File: config.mk
export PLATFORM = sky130hd
export DESIGN_NAME = pattern_sequencer
export DESIGN_NICKNAME = d
export VERILOG_FILES = /design/src/rtl/pattern_sequencer.sv
export SDC_FILE = /design/constraint.sdc
export NUM_CORES = 1
export LEC_CHECK = 0
export CAP_MARGIN = 25
export CORE_MARGIN = 10
export CORE_UTILIZATION = 40
export CTS_CLUSTER_SIZE = 24
export DETAILED_ROUTE_END_ITERATION = 6
export HOLD_SLACK_MARGIN = 0.08
export MAX_ROUTING_LAYER = met4
export PLACE_DENSITY = 0.58
export SETUP_SLACK_MARGIN = 0.05
export SLEW_MARGIN = 15
export SYNTH_ARGS = -nofsm -noshare
export SYNTH_HDL_FRONTEND = slang
export SYNTH_SLANG_ARGS = --single-unit
File: constraint.sdc
create_clock -name clk_1 -period 3.3 [get_ports clk_1]
set_input_delay 0.495 -clock clk_1 [delete_from_list [all_inputs] [get_ports clk_1]]
set_output_delay 0.495 -clock clk_1 [all_outputs]
set_load 0.05 [all_outputs]
File: src/rtl/pattern_sequencer.sv
// Random pattern generator/replayer: Galois LFSR draws SYM_W-bit symbols into a buffer, replayed over valid/ready.
// Optional build macro NO_REPEAT_EN: bumps a draw that would repeat the previous symbol.
module pattern_sequencer #(
  parameter int                SYM_W     = 3,
  parameter int                MAX_LEN   = 16,
  parameter int                LEN_W     = 5,
  parameter int                LFSR_W    = 20,
  parameter logic [LFSR_W-1:0] LFSR_TAPS = 20'h90000
) (
  input  logic              clk_1,
  input  logic              rst,
  input  logic              seed_load,
  input  logic [LFSR_W-1:0] seed,
  input  logic              gen_start,
  input  logic [LEN_W-1:0]  gen_len,
  output logic              gen_busy,
  output logic              gen_done,
  output logic [LEN_W-1:0]  pat_len,
  input  logic              play_start,
  output logic              sym_valid,
  input  logic              sym_ready,
  output logic [SYM_W-1:0]  sym_out,
  output logic              sym_last
);
  localparam int IDX_W = (MAX_LEN > 1) ? $clog2(MAX_LEN) : 1;

  typedef enum logic [1:0] {IDLE, GEN, DONE, PLAY} state_t;
  state_t state, state_nx;

  logic [LFSR_W-1:0]             lfsr;
  logic [MAX_LEN-1:0][SYM_W-1:0] pat_mem;
  logic [LEN_W-1:0]              len_q, idx, len_clamp;
  logic [SYM_W-1:0]              raw, sym_wr;
  logic                          start_gen, wr_en, gen_fin, start_play, xfer, play_fin;

  // Free-running so player timing decides where in the sequence a pattern is drawn
  always_ff @(posedge clk_1 or negedge rst)
    if (!rst)           lfsr <= LFSR_W'(1);
    else if (seed_load) lfsr <= (seed == '0) ? LFSR_W'(1) : seed;
    else                lfsr <= lfsr[0] ? ((lfsr >> 1) ^ LFSR_TAPS) : (lfsr >> 1);

  assign raw = lfsr[SYM_W-1:0] ^ lfsr[SYM_W+3:4];

`ifdef NO_REPEAT_EN
  logic [SYM_W-1:0] prev_sym;
  always_ff @(posedge clk_1 or negedge rst)
    if (!rst)       prev_sym <= '0;
    else if (wr_en) prev_sym <= sym_wr;
  assign sym_wr = (idx != '0 && raw == prev_sym) ? raw + SYM_W'(1) : raw;
`else
  assign sym_wr = raw;
`endif

  always_comb begin
    len_clamp = gen_len;
    if (gen_len == '0)                   len_clamp = LEN_W'(1);
    else if (gen_len > LEN_W'(MAX_LEN))  len_clamp = LEN_W'(MAX_LEN);
  end

  always_ff @(posedge clk_1 or negedge rst)
    if (!rst) state <= IDLE;
    else      state <= state_nx;

  always_comb begin
    state_nx = state;
    case (state)
      IDLE: if (gen_start) state_nx = GEN;
      GEN:  if (idx == len_q - LEN_W'(1)) state_nx = DONE;
      DONE: if (play_start)     state_nx = PLAY;
            else if (gen_start) state_nx = GEN;
      PLAY: if (sym_valid && sym_ready && sym_last) state_nx = DONE;
      default: state_nx = IDLE;
    endcase
  end

  // play_start has priority over gen_start in DONE
  always_comb begin
    start_gen  = (state == IDLE && gen_start) || (state == DONE && gen_start && !play_start);
    wr_en      = (state == GEN);
    gen_fin    = wr_en && (idx == len_q - LEN_W'(1));
    start_play = (state == DONE) && play_start;
    xfer       = (state == PLAY) && sym_valid && sym_ready;
    play_fin   = xfer && sym_last;
  end

  always_ff @(posedge clk_1 or negedge rst)
    if (!rst) begin
      gen_busy  <= 1'b0;
      gen_done  <= 1'b0;
      pat_len   <= '0;
      sym_valid <= 1'b0;
      sym_out   <= '0;
      sym_last  <= 1'b0;
      idx       <= '0;
      len_q     <= '0;
    end else if (start_gen) begin
      len_q    <= len_clamp;
      idx      <= '0;
      gen_busy <= 1'b1;
      gen_done <= 1'b0;
    end else if (wr_en) begin
      idx <= idx + LEN_W'(1);
      if (gen_fin) begin
        gen_busy <= 1'b0;
        gen_done <= 1'b1;
        pat_len  <= len_q;
      end
    end else if (start_play) begin
      sym_valid <= 1'b1;
      sym_out   <= pat_mem[0];
      sym_last  <= (pat_len == LEN_W'(1));
      idx       <= LEN_W'(1);
    end else if (xfer) begin
      if (play_fin) begin
        // sym_out deliberately held after the final transfer
        sym_valid <= 1'b0;
        sym_last  <= 1'b0;
      end else begin
        sym_out  <= pat_mem[idx[IDX_W-1:0]];
        sym_last <= (idx == pat_len - LEN_W'(1));
        idx      <= idx + LEN_W'(1);
      end
    end

  // Buffer has no reset; contents only meaningful once gen_done is set
  always_ff @(posedge clk_1)
    if (wr_en) pat_mem[idx[IDX_W-1:0]] <= sym_wr;

endmodule
==> run metrics <==
critical path required time 2.80 ns; Cells after Synth 327; setup TNS 0 ns; I/O Pins 43; Clock transition at path regs 0.09 ns; post-synthesis cell type count 53; Overall Power 4.089 mW; leading area contributor after synthesis edfxtp_1; top_reg_cell synth edfxtp_1; # DRC 0; CP startpoint kind register; syn_nets 365; Bufs on Longest Clock Path 2; CTS Sinks 92; Peak Freq 0.4692 GHz; top cells by area, synth edfxtp_1 34%, dfrtp_1 25%, mux2_2 6.3%; final clock skew 0.01180 ns; fraction of layout cells with a size suffix above 1 15.34%; first-pass GRT wire length 14.53 mm; final worst-path cycle share 64.58%; vias per inst 5.253; die area 15200 sq um; Syn Area/Cell 13.05 sq um; post-CTS sizing 0; dpl cell area 4798 sq um; Pre-Repair DR Iteration Count 4; GRT overflow 0; Least-Margin Pin Slew 0.8986 ns; Skew-Pair Late Insertion Delay 0.36 ns; detailed placer's ending HPWL 6.468 mm; antenna violations before repair 0; diode count 0; Max-Cap Viols 0; kind of end point of the critical path primary output; Num CTS Buffers 9; total vias in the final route 2700; post-layout min period 2.131 ns; Routed WL per cell 17.07 um; most frequent cells in the layout 48 x edfxtp_1, 43 x dfrtp_1, 41 x clkdlybuf4s50_1; EDFF count, synth 48; unrepaired setup endpoints after global routing no; Core ar. 10370 sq um; Crit path buffers/inverters 1; Synth Warn # 0; Min-Delay Path Class reg -> reg; Routed Antenna Nets 0; slowest cell on the critical path clkdlybuf4s50_1; Synth Cell Area 4267 sq um; drt initial violations 162; most common library cell in the layout ignoring fill and taps edfxtp_1; Area Growth Syn to Fin 18.83%; Slew Limit Fails 0; hold buffer count at CTS 0; status finished clean; Crit path max-delay family buffers and inverters; design area 5070 sq um; Max IR drop VDD 0.0004256 V; hold slack 0.4871 ns; GP Congestion 0.7943; slew margin rel. 39.91%; critical path class reg -> out; maximum number of pins on one net before global-route repair 45; initial core utilization 41.14%; Post-CTS Setup Bufs 0; CTS Root Cell clkbuf_8; TritonCTS clock tree built; PortBufs 42; cell row count 37; Detailed Route WL 8.773 mm; vias in the first global route 2860; crit path cell chain clkdlybuf4s50_1; ys async rst share 47.83%; Seq cells post-synth 92; DIE HEIGHT 123.3 um; Die W 123.3 um; WP data arrival 1.64 ns; Cell Pwr Density 806.5 nW/um^2; Slowest Stage Delay on Critical Path 0.84 ns; final setup vio count 0; Leak Pwr 1.939 nW; worst-path maximum fanout 5; H-tree depth 3; sequential share of the synthesized area 59.62%; final design utilization 48.89%; Final #Nets 411; GR Util All Layers 12.55%; Final Hold Viols 0; share of the synthesized area in the top cell type 33.78%
## synth_stat cells (all sizes together), types with 7 or more instances
cell    instances
dfrtp          43
a21oi          12
nor3           11
and3           11
xnor2          10
buf            12
edfxtp         48
mux2i          12
nand2          31
o21ai          13
nor2            7
ha              7
mux2           24
nand3           8
inv             7
nor2b           7
## final timing paths
kind                            startpoint    endpoint  slack [ns]  depth (start not counted)
worst min-delay path              lfsr[13]    lfsr[12]        0.49                          1
worst max-delay path            pat_len[0]  pat_len[0]        1.17                          1
worst min register to register    lfsr[13]    lfsr[12]        0.49                          1
worst max register to register      idx[2]  pat_len[2]        1.18                          5
max in group asynchronous              rst     lfsr[0]        2.22                          3
min in group asynchronous              rst   sym_valid        0.55                          2
## power breakdown
part / leakage [nW] / internal (mW) / switching (mW) / total [mW]
sequential: 0.972 / 1.47 / 0.219 / 1.69
clock: 0.124 / 0.442 / 0.409 / 0.851
combinational: 0.844 / 0.664 / 0.886 / 1.55
total: 1.94 / 2.58 / 1.51 / 4.09
## per-layer routing
metal | global-route usage (%) | up-vias | share of wire [%]
met4 | 4.876 | 0 | 1.5
met5 | - | - | 0
met2 | 20.11 | 44 | 49
met3 | 2.188 | 10 | 3.9
li1 | - | 1303 | -
met1 | 15.55 | 1343 | 45
## logic make-up (layout without fill, tap and decap cells)
| family | after synthesis | after routing | share of synthesized area (%) |
|---|---|---|---|
| multiplexers | 42 | 42 | 12.49 |
| buffers and inverters | 22 | 73 | 2.933 |
| XOR/XNOR | 16 | 16 | 3.284 |
| AND/OR/NAND/NOR | 108 | 108 | 13.90 |
| flip-flops | 92 | 92 | 59.62 |
| AO/OA/AOI/OAI | 40 | 40 | 5.719 |
| adder cells (fa/ha/maj) | 7 | 7 | 2.053 |
## area by class of cell
cell class	count	area, sq um
clock inverter	3	28.78
multi-input combinational	213	1598
clock buffer	13	212.7
fill	945	5300
sequential	92	2544
inverter	7	26.28
tap	136	170.2
timing repair buffer	50	490.5
## flip-flops by register name, summed over array words and instances, names as in the netlist
signal	flops
lfsr	20
sym_out	3
gen_done	1
pat_mem	48
gen_busy	1
sym_valid	1
idx	5
sym_last	1
state	2
len_q	5
pat_len	5
## stage by stage
stage                     setup WS (ns)  std cells
after floorplan                   1.339        327
after global placement           0.9349        494
after global routing              1.038        514
final                             1.169        514
after CTS                         1.140        512
after detailed placement         0.8871        496
Power figures use the tool's default switching activity.
